==> config.mk <==
export PLATFORM = sky130hd
export DESIGN_NAME = ifu_fetch_ctrl_flat
export DESIGN_NICKNAME = d
export VERILOG_FILES = /design/src/rtl/ifu_fetch_ctrl_if.sv /design/src/rtl/ifu_fetch_ctrl.sv /design/src/flat_wrapper.sv
export SDC_FILE = /design/constraint.sdc
export NUM_CORES = 1
export LEC_CHECK = 0
export CORE_ASPECT_RATIO = 2
export CORE_MARGIN = 5
export CORE_UTILIZATION = 60
export CTS_CLUSTER_SIZE = 25
export DETAILED_ROUTE_END_ITERATION = 8
export PLACE_DENSITY = 0.83
export RECOVER_POWER = 50
export SETUP_SLACK_MARGIN = 0.5
export SLEW_MARGIN = 20
export SYNTH_ARGS = -nofsm -noshare
export SYNTH_HDL_FRONTEND = slang
export SYNTH_SLANG_ARGS = --single-unit
==> constraint.sdc <==
create_clock -name clk_i -period 11.4 [get_ports clk_i]
set_clock_uncertainty 0.1 [all_clocks]
set_input_delay 1.14 -clock clk_i [delete_from_list [all_inputs] [get_ports clk_i]]
set_output_delay 1.14 -clock clk_i [all_outputs]
set_load 0.05 [all_outputs]
==> src/rtl/ifu_fetch_ctrl_if.sv <==
// Signal bundle between the fetch controller and its surroundings: EXU redirect,
// memory request/response channels and the IF/ID output stream.
interface ifu_fetch_ctrl_if #(
    parameter int PC_WIDTH    = 32,
    parameter int INSTR_WIDTH = 32
);
    logic                   exu_redirect_valid_i;
    logic [PC_WIDTH-1:0]    exu_redirect_pc_i;
    logic                   if_req_valid_o;
    logic                   if_req_ready_i;
    logic [PC_WIDTH-1:0]    if_req_pc_o;
    logic                   if_resp_valid_i;
    logic                   if_resp_ready_o;
    logic                   if_resp_err_i;
    logic [INSTR_WIDTH-1:0] if_resp_instr_i;
    logic                   ifu_o_valid_o;
    logic                   ifu_o_ready_i;
    logic [INSTR_WIDTH-1:0] ifu_o_instr_o;
    logic [PC_WIDTH-1:0]    ifu_o_pc_o;
    logic                   ifu_o_prdt_taken_o;
    logic                   ifu_o_err_o;

    modport master (
        input  exu_redirect_valid_i, exu_redirect_pc_i, if_req_ready_i,
               if_resp_valid_i, if_resp_err_i, if_resp_instr_i, ifu_o_ready_i,
        output if_req_valid_o, if_req_pc_o, if_resp_ready_o, ifu_o_valid_o,
               ifu_o_instr_o, ifu_o_pc_o, ifu_o_prdt_taken_o, ifu_o_err_o
    );

    modport slave (
        output exu_redirect_valid_i, exu_redirect_pc_i, if_req_ready_i,
               if_resp_valid_i, if_resp_err_i, if_resp_instr_i, ifu_o_ready_i,
        input  if_req_valid_o, if_req_pc_o, if_resp_ready_o, ifu_o_valid_o,
               ifu_o_instr_o, ifu_o_pc_o, ifu_o_prdt_taken_o, ifu_o_err_o
    );
endinterface

==> src/rtl/ifu_fetch_ctrl.sv <==
// Instruction fetch controller: sequential prefetch with credit-limited requests,
// in-order response tracking, static branch prediction and an output instruction queue.
module ifu_fetch_ctrl #(
    parameter int                  PC_WIDTH    = 32,
    parameter int                  INSTR_WIDTH = 32,
    parameter logic [PC_WIDTH-1:0] RESET_PC    = 32'h0000_0000,
    parameter int                  IBUF_DEPTH  = 4,
    parameter int                  MAX_OUTSTD  = 2
) (
    input  logic             clk_i,
    input  logic             rst_n_i,
    ifu_fetch_ctrl_if.master bus
);
    localparam int AW = $clog2(IBUF_DEPTH);
    localparam int OW = $clog2(MAX_OUTSTD + 1);

    typedef logic [PC_WIDTH-1:0]    pc_t;
    typedef logic [INSTR_WIDTH-1:0] instr_t;

    function automatic pc_t sext32(input logic [31:0] v);
        return PC_WIDTH'($signed(v));
    endfunction

    // Returns {taken, target}; target is only meaningful when taken.
    function automatic logic [PC_WIDTH:0] predict(input instr_t instr, input pc_t pc);
        logic [31:0] imm_j;
        logic [31:0] imm_b;
        logic [31:0] imm_i;
        logic        taken;
        pc_t         target;
        imm_j = {{12{instr[31]}}, instr[19:12], instr[20], instr[30:21], 1'b0};
        imm_b = {{20{instr[31]}}, instr[7], instr[30:25], instr[11:8], 1'b0};
        imm_i = {{21{instr[31]}}, instr[30:20]};
        case (instr[6:0])
            7'b1101111: begin taken = 1'b1;                      target = pc + sext32(imm_j); end
            7'b1100011: begin taken = instr[31];                 target = pc + sext32(imm_b); end
            7'b1100111: begin taken = (instr[19:15] == 5'd0);    target = sext32({imm_i[31:1], 1'b0}); end
            default:    begin taken = 1'b0;                      target = pc; end
        endcase
        return {taken, target};
    endfunction

    pc_t            fetch_pc_q, fetch_pc_d;
    logic           req_valid_q, req_valid_d;
    logic [OW-1:0]  outstd_q, outstd_d;
    logic [OW-1:0]  drop_q, drop_d;
    pc_t            trk_q [MAX_OUTSTD];
    pc_t            trk_d [MAX_OUTSTD];
    logic [AW:0]    wr_ptr_q, wr_ptr_d, rd_ptr_q, rd_ptr_d, count_d;
    instr_t         q_instr_q [IBUF_DEPTH];
    instr_t         q_instr_d [IBUF_DEPTH];
    pc_t            q_pc_q [IBUF_DEPTH];
    pc_t            q_pc_d [IBUF_DEPTH];
    logic [IBUF_DEPTH-1:0] q_err_q, q_err_d, q_tkn_q, q_tkn_d;

    logic            exu_s, req_fire_s, resp_fire_s, drop_now_s, pop_s, push_s;
    logic            pred_taken_s, pred_redir_s;
    logic [PC_WIDTH:0] pred_s;
    logic [OW-1:0]   trk_idx_s;
    logic [31:0]     credit_s;

    assign exu_s        = bus.exu_redirect_valid_i;
    assign req_fire_s   = req_valid_q & bus.if_req_ready_i;
    assign resp_fire_s  = bus.if_resp_valid_i;
    assign drop_now_s   = resp_fire_s & (drop_q != {OW{1'b0}});
    assign pop_s        = (wr_ptr_q != rd_ptr_q) & bus.ifu_o_ready_i;
    assign push_s       = resp_fire_s & ~drop_now_s & ~exu_s;
    assign pred_s       = predict(bus.if_resp_instr_i, trk_q[0]);
    assign pred_taken_s = pred_s[PC_WIDTH] & ~bus.if_resp_err_i;
    assign pred_redir_s = push_s & pred_taken_s;

    // Fetch PC, credit counters and queue pointers for the next cycle.
    always_comb begin
        outstd_d = outstd_q + OW'(req_fire_s) - OW'(resp_fire_s);
        if (exu_s) begin
            fetch_pc_d = bus.exu_redirect_pc_i;
        end else if (pred_redir_s) begin
            fetch_pc_d = pred_s[PC_WIDTH-1:0];
        end else if (req_fire_s) begin
            fetch_pc_d = fetch_pc_q + pc_t'(32'd4);
        end else begin
            fetch_pc_d = fetch_pc_q;
        end
        // Every request still in flight after a redirect is on the wrong path.
        if (exu_s || pred_redir_s) begin
            drop_d = outstd_d;
        end else if (drop_now_s) begin
            drop_d = drop_q - OW'(1'b1);
        end else begin
            drop_d = drop_q;
        end
        if (exu_s) begin
            wr_ptr_d = {(AW+1){1'b0}};
            rd_ptr_d = {(AW+1){1'b0}};
        end else begin
            wr_ptr_d = wr_ptr_q + (AW+1)'(push_s);
            rd_ptr_d = rd_ptr_q + (AW+1)'(pop_s);
        end
        count_d     = wr_ptr_d - rd_ptr_d;
        credit_s    = 32'(count_d) + 32'(outstd_d) - 32'(drop_d);
        req_valid_d = (32'(outstd_d) < 32'(MAX_OUTSTD)) && (credit_s < 32'(IBUF_DEPTH));
    end

    // In-order PC tracker (head at index 0) and queue storage writes.
    always_comb begin
        trk_d     = trk_q;
        trk_idx_s = outstd_q - OW'(resp_fire_s);
        if (resp_fire_s) begin
            for (int i = 0; i < MAX_OUTSTD - 1; i++) trk_d[i] = trk_q[i+1];
        end else begin
            trk_d = trk_q;
        end
        if (req_fire_s) begin
            for (int i = 0; i < MAX_OUTSTD; i++) begin
                if (OW'(i) == trk_idx_s) trk_d[i] = fetch_pc_q;
            end
        end else begin
            trk_idx_s = trk_idx_s;
        end
        q_instr_d = q_instr_q;
        q_pc_d    = q_pc_q;
        q_err_d   = q_err_q;
        q_tkn_d   = q_tkn_q;
        if (push_s) begin
            q_instr_d[wr_ptr_q[AW-1:0]] = bus.if_resp_instr_i;
            q_pc_d[wr_ptr_q[AW-1:0]]    = trk_q[0];
            q_err_d[wr_ptr_q[AW-1:0]]   = bus.if_resp_err_i;
            q_tkn_d[wr_ptr_q[AW-1:0]]   = pred_taken_s;
        end else begin
            q_err_d = q_err_q;
        end
    end

    // State registers.
    always_ff @(posedge clk_i or negedge rst_n_i) begin
        if (!rst_n_i) begin
            fetch_pc_q  <= RESET_PC;
            req_valid_q <= 1'b0;
            outstd_q    <= {OW{1'b0}};
            drop_q      <= {OW{1'b0}};
            trk_q       <= '{default: '0};
            wr_ptr_q    <= {(AW+1){1'b0}};
            rd_ptr_q    <= {(AW+1){1'b0}};
            q_instr_q   <= '{default: '0};
            q_pc_q      <= '{default: '0};
            q_err_q     <= {IBUF_DEPTH{1'b0}};
            q_tkn_q     <= {IBUF_DEPTH{1'b0}};
        end else begin
            fetch_pc_q  <= fetch_pc_d;
            req_valid_q <= req_valid_d;
            outstd_q    <= outstd_d;
            drop_q      <= drop_d;
            trk_q       <= trk_d;
            wr_ptr_q    <= wr_ptr_d;
            rd_ptr_q    <= rd_ptr_d;
            q_instr_q   <= q_instr_d;
            q_pc_q      <= q_pc_d;
            q_err_q     <= q_err_d;
            q_tkn_q     <= q_tkn_d;
        end
    end

    assign bus.if_req_valid_o     = req_valid_q;
    assign bus.if_req_pc_o        = fetch_pc_q;
    assign bus.if_resp_ready_o    = 1'b1;
    assign bus.ifu_o_valid_o      = (wr_ptr_q != rd_ptr_q);
    assign bus.ifu_o_instr_o      = q_instr_q[rd_ptr_q[AW-1:0]];
    assign bus.ifu_o_pc_o         = q_pc_q[rd_ptr_q[AW-1:0]];
    assign bus.ifu_o_prdt_taken_o = q_tkn_q[rd_ptr_q[AW-1:0]];
    assign bus.ifu_o_err_o        = q_err_q[rd_ptr_q[AW-1:0]];
endmodule

==> src/flat_wrapper.sv <==
// flat-port wrapper written by rule: the top's interface ports become plain ports
module ifu_fetch_ctrl_flat 
#(
    parameter int                  PC_WIDTH    = 32,
    parameter int                  INSTR_WIDTH = 32,
    parameter logic [PC_WIDTH-1:0] RESET_PC    = 32'h0000_0000,
    parameter int                  IBUF_DEPTH  = 4,
    parameter int                  MAX_OUTSTD  = 2
)
  (clk_i, rst_n_i, bus_exu_redirect_valid_i, bus_exu_redirect_pc_i, bus_if_req_ready_i, bus_if_resp_valid_i, bus_if_resp_err_i, bus_if_resp_instr_i, bus_ifu_o_ready_i, bus_if_req_valid_o, bus_if_req_pc_o, bus_if_resp_ready_o, bus_ifu_o_valid_o, bus_ifu_o_instr_o, bus_ifu_o_pc_o, bus_ifu_o_prdt_taken_o, bus_ifu_o_err_o);
  ifu_fetch_ctrl_if #(.PC_WIDTH(PC_WIDTH), .INSTR_WIDTH(INSTR_WIDTH)) bus_i ();
  input  logic clk_i;
  input  logic rst_n_i;
  input wire logic [$bits(bus_i.exu_redirect_valid_i)-1:0] bus_exu_redirect_valid_i;
  input wire logic [$bits(bus_i.exu_redirect_pc_i)-1:0] bus_exu_redirect_pc_i;
  input wire logic [$bits(bus_i.if_req_ready_i)-1:0] bus_if_req_ready_i;
  input wire logic [$bits(bus_i.if_resp_valid_i)-1:0] bus_if_resp_valid_i;
  input wire logic [$bits(bus_i.if_resp_err_i)-1:0] bus_if_resp_err_i;
  input wire logic [$bits(bus_i.if_resp_instr_i)-1:0] bus_if_resp_instr_i;
  input wire logic [$bits(bus_i.ifu_o_ready_i)-1:0] bus_ifu_o_ready_i;
  output wire logic [$bits(bus_i.if_req_valid_o)-1:0] bus_if_req_valid_o;
  output wire logic [$bits(bus_i.if_req_pc_o)-1:0] bus_if_req_pc_o;
  output wire logic [$bits(bus_i.if_resp_ready_o)-1:0] bus_if_resp_ready_o;
  output wire logic [$bits(bus_i.ifu_o_valid_o)-1:0] bus_ifu_o_valid_o;
  output wire logic [$bits(bus_i.ifu_o_instr_o)-1:0] bus_ifu_o_instr_o;
  output wire logic [$bits(bus_i.ifu_o_pc_o)-1:0] bus_ifu_o_pc_o;
  output wire logic [$bits(bus_i.ifu_o_prdt_taken_o)-1:0] bus_ifu_o_prdt_taken_o;
  output wire logic [$bits(bus_i.ifu_o_err_o)-1:0] bus_ifu_o_err_o;
  assign bus_i.exu_redirect_valid_i = bus_exu_redirect_valid_i;
  assign bus_i.exu_redirect_pc_i = bus_exu_redirect_pc_i;
  assign bus_i.if_req_ready_i = bus_if_req_ready_i;
  assign bus_i.if_resp_valid_i = bus_if_resp_valid_i;
  assign bus_i.if_resp_err_i = bus_if_resp_err_i;
  assign bus_i.if_resp_instr_i = bus_if_resp_instr_i;
  assign bus_i.ifu_o_ready_i = bus_ifu_o_ready_i;
  assign bus_if_req_valid_o = bus_i.if_req_valid_o;
  assign bus_if_req_pc_o = bus_i.if_req_pc_o;
  assign bus_if_resp_ready_o = bus_i.if_resp_ready_o;
  assign bus_ifu_o_valid_o = bus_i.ifu_o_valid_o;
  assign bus_ifu_o_instr_o = bus_i.ifu_o_instr_o;
  assign bus_ifu_o_pc_o = bus_i.ifu_o_pc_o;
  assign bus_ifu_o_prdt_taken_o = bus_i.ifu_o_prdt_taken_o;
  assign bus_ifu_o_err_o = bus_i.ifu_o_err_o;
  ifu_fetch_ctrl #(.PC_WIDTH(PC_WIDTH), .INSTR_WIDTH(INSTR_WIDTH), .RESET_PC(RESET_PC), .IBUF_DEPTH(IBUF_DEPTH), .MAX_OUTSTD(MAX_OUTSTD)) u_core (.clk_i(clk_i), .rst_n_i(rst_n_i), .bus(bus_i));
endmodule
==> flow_summary_export.csv, run 1 <==
group,metric,value,unit
die,die-height,262,um
timing,drv_slew,284,
die,die-area,35700,um2
placement,portBuffers,170,
synthesis,ys_seq_area_share,48.6,%
global_route,busiest_layer,"met2",
cts,post-cts-setup-buffers,0,
worst_setup_path,cp-end-kind,"async pin",
global_route,grtUsageTotal,30.2,%
synthesis,synth_top_cell_area_share,48.6,%
placement,gp_congestion,0.969,
synthesis,synth_area,19100,um2
die,initial_core_util,60.6,%
timing,final_hold_viol_count,0,
synthesis,synthCells,1556,
worst_setup_path,cp-start-kind,"primary input",
routing,vias,13800,
synthesis,syn-num-nets,1673,
global_route,use_met2,54.0,%
worst_setup_path,crit_family,"buffers and inverters",
finish,regArea,9290,um2
timing,slew_headroom,-196,%
job,maxCapViolations,5,
finish,antenna_cells,0,
cts,numCtsBuffers,34,
finish,stdcell_area,22300,um2
die,die_x,136,um
worst_setup_path,worstPathRequired,10890,ps
worst_setup_path,crit_chain,"clkbuf_1, clkbuf_1",
finish,final_cell_mix,"370 x dfrtp_1, 283 x mux2_2, 166 x clkdlybuf4s50_1",
global_route,met3_usage,4.04,%
power_and_ir_drop,p_per_area,222,nW/um2
worst_setup_path,path_class,"in -> async",
finish,multi_input_area,9310,um2
cts,ctsRootBufferMaster,"clkbuf_16",
synthesis,synth-main-ff-cell,"dfrtp_1",
timing,post-route-period-util,60.8,%
global_route,grt_max_degree,157,
run_status,status,"complete, but fails checks",
cts,path_clk_slew,70,ps
power_and_ir_drop,p_leak,0.0101,uW
min_path,hp-class,"reg -> reg",
timing,worst_pin_slew,4440,ps
timing,fin_setup_tns,0,ps
routing,avgViaCountPerCell,6.46,
global_route,grt_pass1_wl,83.5,mm
finish,area_growth,16.7,%
power_and_ir_drop,pwr-share-comb,38.3,%
die,core-area,31500,um2
placement,dp.final_hpwl,36.9,mm
placement,placed_cell_area,21200,um2
synthesis,async_reset_ff_share,100,%
routing,drt-total-wl,53.3,mm
finish,final_layout_size_suffix_gt1_share,26.1,%
global_route,globalRouteMet1Util,35.8,%
power_and_ir_drop,switchingPower,1860,uW
worst_setup_path,cpPeakStageDelay,3230,ps
power_and_ir_drop,clockPowerShare,24.5,%
worst_setup_path,arrival,6420,ps
timing,setup_violations,0,
global_route,antenna_found_initial,1,
cts,cts_max_path_buffers,3,
routing,drtIter0Drc,1163,
synthesis,synth.distinct_cells,78,
global_route,overflow,0,
worst_setup_path,slowest_stage,"clkbuf_1",
power_and_ir_drop,peakVddDrop,0.000137,V
cts,cts_max_level,2,
cts,cts_hold_buf,0,
die,row_count,92,
cts,clock-sinks,371,
finish,nNetsFinal,1808,
finish,fillerInstances,2265,
timing,rsz0062_at_grt,"false",
cts,cts_tree,"built",
synthesis,avgSynthCellArea,12.3,um2
worst_setup_path,cp_num_buf_inv,2,
power_and_ir_drop,pwr-share-seq,37.2,%
die,io_pins,172,
synthesis,synth_edf_count,0,
synthesis,ys_top_cells_by_area,"dfrtp_1 49%, mux2_2 17%, mux4_2 7.8%, ha_1 2.8%, a21oi_1 2.2%",
timing,fmax,0.144,GHz
routing,first_pass_iters,5,
timing,whs,388,ps
cts,clkLatencyLatePin,540,ps
synthesis,yosys.area.top_type,"dfrtp_1",
routing,drc,0,
timing,min_period,6930,ps
run_status,violations,"max-capacitance violations, max-slew violations",
routing,antenna_left,0,
power_and_ir_drop,p_int,3090,uW
global_route,grt_pass1_vias,14900,
cts,cts-resized-gates,0,
worst_setup_path,timing.critical_path.mode_cell,"clkbuf_1",
synthesis,ys_ff_latch,371,
routing,wl_per_cell,25.0,um
finish,mostFrequentLayoutCell,"dfrtp_1",
synthesis,yosysWarnings,0,
worst_setup_path,path_max_fanout,85,
power_and_ir_drop,sw_frac_of_total,37.6,%
-- cell usage after synthesis, types with 6 or more instances --
cell type / instances
nand2b_1: 7
buf_2: 30
nand2_1: 77
clkbuf_1: 48
o21a_1: 9
a211oi_1: 12
nor3_1: 22
a21oi_1: 83
a21o_1: 23
and2_1: 8
o22ai_1: 12
mux2_2: 283
nand3_1: 30
mux4_2: 66
mux2i_1: 35
nor2_1: 78
or3_1: 10
and3_1: 11
xnor2_1: 31
buf_1: 13
xor2_1: 13
o21ai_0: 60
nor4_1: 6
dfrtp_1: 371
inv_1: 37
ha_1: 43
o31ai_1: 12
nand4_1: 13
a31oi_1: 9
-- logic make-up (layout without fill, tap and decap cells) --
| group | count (synthesis) | in the layout | share of synthesized area (%) |
|---|---|---|---|
| AOI/OAI and AO/OA | 280 | 280 | 9.39 |
| xor gates and xnor gates | 44 | 44 | 2.02 |
| adders and majority gates | 46 | 46 | 3.13 |
| buffers and inverters | 133 | 291 | 2.86 |
| DFF | 371 | 371 | 48.6 |
| muxes | 384 | 384 | 26.3 |
| other | 1 | 1 | 0.0196 |
| and+or+nand+nor | 297 | 297 | 7.70 |
-- per-layer routing --
| layer | vias up | wire length, um |
|---|---|---|
| li1 | 6017 | - |
| met1 | 7123 | 19400 |
| met2 | 490 | 28600 |
| met3 | 176 | 2680 |
| met4 | 2 | 2710 |
| met5 | - | 13 |
-- state kept, by name, summed over array words and instances, names as in the netlist, 2 cells and up --
name and cells:
u_core.q_pc_q 128, u_core.wr_ptr_q 3, u_core.outstd_q 2, u_core.drop_q 2, u_core.q_instr_q 128, u_core.q_err_q 4
u_core.q_tkn_q 4, u_core.rd_ptr_q 3, u_core.trk_q 64, u_core.bus.if_req_pc_o 32
-- area by class of cell --
class	count	share of cell area, %
clock buffer	46	4.47
clock inverter	13	0.819
tap	423	2.37
sequential	371	41.6
inverter	39	0.656
multi-input combinational	1052	41.7
timing repair buffer	193	8.31
-- path summary, 6_finish.rpt --
| path | slack [ps] | endpoint | cells after the start | startpoint |
|---|---|---|---|---|
| setup / recovery | 4470 | u_core.q_instr_q[75]$_DFFE_PN0P_ | 2 | rst_n_i |
| hold / removal | 390 | u_core.q_instr_q[18]$_DFFE_PN0P_ | 2 | u_core.q_instr_q[18]$_DFFE_PN0P_ |
| setup reg to reg | 5850 | u_core.bus.if_req_valid_o$_DFF_PN0_ | 16 | u_core.rd_ptr_q[0]$_DFF_PN0_ |
| hold reg to reg | 390 | u_core.q_instr_q[18]$_DFFE_PN0P_ | 2 | u_core.q_instr_q[18]$_DFFE_PN0P_ |
| max in group clk_i | 5030 | u_core.bus.if_req_valid_o$_DFF_PN0_ | 17 | bus_exu_redirect_valid_i |
| min in group asynchronous | 1400 | u_core.q_pc_q[123]$_DFFE_PN0P_ | 1 | rst_n_i |
-- power by group through the flow --
| stage | registers, uW | clock network (uW) | logic (uW) |
|---|---|---|---|
| 2_1_floorplan | 1790 | 0 | 1340 |
| 3_3_place_gp | 1830 | 0 | 1850 |
| 3_5_place_dp | 1860 | 0 | 1880 |
| 4_1_cts | 1830 | 1230 | 1900 |
| 5_1_grt | 1870 | 1280 | 2020 |
| 6_report | 1840 | 1210 | 1900 |
-- metrics by stage --
step                      setup slack (ps)  total power, uW  instances  util [%]
final                                 4470             4950       2137      70.7
after CTS                             5930             4960       2136      70.8
after floorplan                       6660             3130       1556         -
after global routing                  3130             5170       2137      70.7
after global placement                5470             3680       2077      67.1
after detailed placement              5390             3740       2077      67.1
(Power assumes the default switching activity.)
==> inputs of run 2 (changes only) <==
Settings changed: CORE_UTILIZATION 60 to 58, PLACE_DENSITY 0.83 to 0.8.
Clock period 11.4 ns to 7 ns, I/O delays scaled along.
==> flow_summary_export.csv, run 2 (same netlist as run 1, synthesis figures left out) <==
group,metric,value,unit
global_route,busiest_layer,"met2",
routing,antenna_left,0,
global_route,grtUsageTotal,29.4,%
global_route,met3_usage,3.96,%
die,core-area,32700,um2
power_and_ir_drop,p_leak,0.0101,uW
min_path,hp-class,"in -> async",
cts,cts_max_path_buffers,3,
timing,setup_violations,0,
power_and_ir_drop,peakVddDrop,0.000264,V
routing,vias,13700,
worst_setup_path,path_max_fanout,34,
routing,drc,0,
finish,antenna_cells,0,
run_status,violations,"max-capacitance violations, max-slew violations",
finish,nNetsFinal,1807,
die,initial_core_util,58.4,%
cts,cts-resized-gates,0,
timing,drv_slew,108,
finish,mostFrequentLayoutCell,"dfrtp_1",
power_and_ir_drop,p_int,5020,uW
die,die-height,267,um
worst_setup_path,path_class,"in -> reg",
run_status,status,"complete, but fails checks",
finish,final_cells,2142,
global_route,globalRouteMet1Util,34.5,%
routing,avgViaCountPerCell,6.40,
timing,rsz0062_at_grt,"false",
die,io_pins,172,
worst_setup_path,worstPathRequired,7320,ps
timing,post-route-period-util,75.3,%
routing,drt-total-wl,53.6,mm
global_route,antenna_found_initial,0,
timing,setup_ws,1730,ps
placement,portBuffers,170,
placement,dp_slack,1850,ps
cts,clkLatencyLatePin,530,ps
cts,numCtsBuffers,34,
die,row_count,94,
power_and_ir_drop,p_per_area,360,nW/um2
cts,post-cts-setup-buffers,0,
cts,cts_hold_buf,0,
power_and_ir_drop,clockPowerShare,24.2,%
placement,dp_cells,2086,
worst_setup_path,cp-start-kind,"primary input",
cts,ctsRootBufferMaster,"clkbuf_16",
routing,wl_per_cell,25.0,um
power_and_ir_drop,sw_frac_of_total,37.5,%
job,maxCapViolations,2,
global_route,use_met2,53.2,%
worst_setup_path,cp-end-kind,"flop",
power_and_ir_drop,pwr-share-seq,37.2,%
cts,cts_tree,"built",
global_route,grt_max_degree,181,
placement,dp.final_hpwl,37.2,mm
cts,cts_max_level,2,
global_route,grt_pass1_vias,14900,
finish,fillerInstances,2453,
timing,worst_pin_slew,3940,ps
finish,final_layout_size_suffix_gt1_share,25.8,%
finish,area_growth,16.6,%
cts,clock-sinks,371,
finish,reg.largest.list,"u_core.q_instr_q (128), u_core.q_pc_q (128), u_core.trk_q (64)",
power_and_ir_drop,pwr-share-comb,38.6,%
finish,final_cell_mix,"369 x dfrtp_1, 283 x mux2_2, 167 x clkdlybuf4s50_1",
timing,min_period,5270,ps
power_and_ir_drop,switchingPower,3010,uW
cts,path_clk_slew,70,ps
timing,slew_headroom,-163,%
worst_setup_path,arrival,5590,ps
routing,first_pass_iters,5,
placement,gp_congestion,0.996,
timing,fmax,0.190,GHz
die,die-area,36900,um2
timing,final_hold_viol_count,0,
timing,fin_setup_tns,0,ps
routing,drtIter0Drc,974,
global_route,grt_pass1_wl,85.2,mm
global_route,overflow,0,
die,die_x,138,um
run 2: final timing paths:
| kind | startpoint | to | slack, ps | depth (start not counted) |
|---|---|---|---|---|
| max | bus_if_resp_valid_i | u_core.bus.if_req_valid_o$_DFF_PN0_ | 1730 | 14 |
| min | rst_n_i | u_core.q_pc_q[123]$_DFFE_PN0P_ | 160 | 1 |
| max reg2reg | u_core.bus.if_req_valid_o$_DFF_PN0_ | u_core.bus.if_req_valid_o$_DFF_PN0_ | 2250 | 13 |
| min reg2reg | u_core.q_instr_q[16]$_DFFE_PN0P_ | u_core.q_instr_q[16]$_DFFE_PN0P_ | 380 | 2 |
| max in group asynchronous | rst_n_i | u_core.q_pc_q[105]$_DFFE_PN0P_ | 2290 | 2 |
| min in group clk_i | u_core.q_instr_q[16]$_DFFE_PN0P_ | u_core.q_instr_q[16]$_DFFE_PN0P_ | 380 | 2 |
run 2: cell type report:
cell class	count	area, um2	share of cell area [%]
sequential	371	9290	41.7
tap	432	541	2.43
clock inverter	7	110	0.494
timing repair buffer	192	1860	8.33
inverter	39	146	0.657
clock buffer	49	1040	4.67
multi-input combinational	1052	9300	41.7
run 2: power groups by stage:
stage | clock network [uW] | registers (uW) | logic, uW
global placement | 0 | 2990 | 3040
floorplan | 0 | 2920 | 2170
global route | 2060 | 3040 | 3300
CTS | 1970 | 2990 | 3110
detailed placement | 0 | 3020 | 3090
finish | 1940 | 2990 | 3100
run 2: stage by stage:
stage               power (uW)  util, %  hold slack (ps)  cell area, um2
floorplan                 5090        -              304           19100
global placement          6030     64.8              358           21200
detailed placement        6110     64.8              368           21200
CTS                       8080     68.3              208           22300
global route              8400     68.2              221           22300
finish                    8030     68.2              156           22300
run 2: routing by layer:
| metal | up-vias | wire length [um] | part of all wire [%] |
|---|---|---|---|
| met5 | - | 0 | 0 |
| met4 | 0 | 2600 | 4.8 |
| met3 | 165 | 2470 | 4.6 |
| met2 | 501 | 28800 | 54 |
| met1 | 7033 | 19800 | 37 |
| li1 | 6017 | - | - |
run 2: critical path, stage by stage:
cell	delay, ps
clkbuf_1	200
clkbuf_1	2050
ha_1	530
inv_1	80
ha_1	270
ha_1	240
inv_1	70
fa_1	400
inv_1	70
ha_1	220
a21oi_1	200
nor2b_1	180
ha_1	230
nor4b_1	140
==> inputs of run 3 (changes only) <==
Settings changed: CORE_UTILIZATION 58 to 53, PLACE_DENSITY 0.8 to 0.77.
Clock period 7 ns to 4.7 ns, I/O delays scaled along.
==> flow_summary_export.csv, run 3 (same netlist as run 1, synthesis figures left out) <==
group,metric,value,unit
routing,vias,13900,
finish,final_layout_size_suffix_gt1_share,27.4,%
routing,antenna_left,0,
cts,numCtsBuffers,35,
finish,area_growth,18.1,%
cts,clkLatencyLatePin,530,ps
cts,path_clk_slew,70,ps
worst_setup_path,r2r-start,"u_core.wr_ptr_q[1]$_DFF_PN0_",
worst_setup_path,crit_chain,"xnor2_1, nand3_4, and2_0, ha_1, nor2b_2, ha_1, inv_1, fa_1, inv_1, fa_1, inv_1, ha_1, a21oi_2, nor2b_1, ha_1, nor4b_2",
global_route,overflow,0,
die,row_count,98,
power_and_ir_drop,peakVddDrop,0.000474,V
die,initial_core_util,53.5,%
die,die-area,40200,um2
run_status,status,"complete, but fails checks",
worst_setup_path,startpoint,"u_core.wr_ptr_q[1]$_DFF_PN0_",
finish,final_util,63.2,%
die,die-height,279,um
finish,reg.largest.list,"u_core.q_instr_q (128), u_core.q_pc_q (128), u_core.trk_q (64)",
cts,ctsRootBufferMaster,"clkbuf_16",
timing,post-route-period-util,86.8,%
routing,drc,0,
die,die_x,144,um
die,io_pins,172,
timing,min_period,4080,ps
worst_setup_path,slowest_stage,"fa_1",
timing,drv_slew,103,
timing,setup_violations,0,
cts,clock-sinks,371,
job,maxCapViolations,1,
routing,wl_per_cell,24.9,um
die,core-area,35700,um2
timing,slew_headroom,-67.5,%
placement,portBuffers,170,
worst_setup_path,worstPathRequired,5020,ps
routing,drtIter0Drc,955,
power_and_ir_drop,p_per_area,532,nW/um2
timing,final_hold_viol_count,0,
finish,antenna_cells,0,
global_route,grt_max_degree,122,
cts,cts_max_level,2,
cts,cts_max_path_buffers,3,
finish,stdcell_area,22600,um2
global_route,grt_pass1_vias,14700,
timing,worst_pin_slew,2510,ps
timing,fin_setup_tns,0,ps
worst_setup_path,crit_family,"adder cells",
run_status,violations,"max-capacitance violations, max-slew violations",
power_and_ir_drop,p_leak,0.0103,uW
routing,drt-total-wl,54.6,mm
global_route,grtUsageTotal,27.7,%
worst_setup_path,cpPeakStageDelay,510,ps
worst_setup_path,crit_end,"u_core.bus.if_req_valid_o$_DFF_PN0_",
finish,fillerInstances,2784,
worst_setup_path,r2r_cells,16,
worst_setup_path,arrival,4400,ps
worst_setup_path,cp_num_buf_inv,3,
worst_setup_path,cp-end-kind,"flop",
timing,rsz0062_at_grt,"true",
placement,gp_congestion,0.968,
global_route,grt_pass1_wl,85.8,mm
worst_setup_path,path_max_fanout,6,
placement,dp.final_hpwl,38.6,mm
worst_setup_path,rrSetupSlack,620,ps
routing,avgViaCountPerCell,6.32,
worst_setup_path,r2r_end,"u_core.bus.if_req_valid_o$_DFF_PN0_",
finish,multi_input_area,9330,um2
worst_setup_path,path_class,"reg -> reg",
min_path,hp-class,"reg -> reg",
global_route,antenna_found_initial,0,
worst_setup_path,worst-path-stages,16,
finish,nNetsFinal,1838,
routing,first_pass_iters,5,
worst_setup_path,timing.critical_path.mode_cell,"ha_1",
timing,whs,380,ps
finish,regArea,9290,um2
placement,placed_cell_area,21400,um2
timing,fmax,0.245,GHz
worst_setup_path,cp-start-kind,"flop",
finish,final_cell_mix,"368 x dfrtp_1, 283 x mux2_2, 168 x clkdlybuf4s50_1",
finish,mostFrequentLayoutCell,"dfrtp_1",
cts,cts_tree,"built",
run 3: per-layer routing:
layer / up-vias / share of wire (%) / GRT usage (%)
li1: 6094 / - / -
met1: 7141 / 37 / 33.4
met2: 482 / 53 / 49.0
met3: 151 / 5.0 / 3.51
met4: 0 / 4.7 / 12.2
met5: - / 0 / 0
run 3: how the worst min path moves through the flow:
stage / startpoint / end / slack (ps) / cells after the start
after floorplan: rst_n_i / u_core.bus.if_req_pc_o[0]$_DFFE_PN0P_ / 70 / 0
after global placement: u_core.q_instr_q[83]$_DFFE_PN0P_ / u_core.q_instr_q[83]$_DFFE_PN0P_ / 360 / 2
after detailed placement: u_core.q_instr_q[77]$_DFFE_PN0P_ / u_core.q_instr_q[77]$_DFFE_PN0P_ / 370 / 2
after CTS: u_core.q_instr_q[79]$_DFFE_PN0P_ / u_core.q_instr_q[79]$_DFFE_PN0P_ / 390 / 2
after global routing: u_core.q_instr_q[80]$_DFFE_PN0P_ / u_core.q_instr_q[80]$_DFFE_PN0P_ / 410 / 2
final: u_core.q_instr_q[79]$_DFFE_PN0P_ / u_core.q_instr_q[79]$_DFFE_PN0P_ / 380 / 2
run 3: power breakdown:
part	internal (uW)	switching, uW
registers	3830	615
clock network	1610	1240
logic	2000	2710
run 3: metrics by stage:
step	setup WS, ps	instances	power [uW]
final	618	2195	12000
after global routing	303	2195	12600
after CTS	528	2194	12000
after detailed placement	116	2132	9170
after global placement	170	2132	9060
after floorplan	531	1556	7590
run 3: worst reg2reg max path, cell delays in order (launching register included):
cell and delay, ps:
dfrtp_1 470, xnor2_1 310, nand3_4 120, and2_0 190, ha_1 270, nor2b_2 170
ha_1 160, inv_1 40, fa_1 510, inv_1 60, fa_1 500, inv_1 40
ha_1 280, a21oi_2 180, nor2b_1 180, ha_1 240, nor4b_2 160
run 3: layout make-up:
cell class | instances | share of cell area, %
Clock buffer | 51 | 4.65
Clock inverter | 10 | 0.388
Inverter | 39 | 0.649
Multi-Input combinational cell | 1052 | 41.4
Sequential cell | 371 | 41.2
Tap cell | 450 | 2.50
Timing Repair Buffer | 222 | 9.28
run 3: what timing repair did:
item | in CTS | in global routing
resized for setup | 1 | 8
buffers inserted | 0 | 1
hold endpoints to repair | 36 | 0
endpoints found under the setup margin | 38 | 36
hold buffers | 1 | 0
pin swaps | 0 | 0
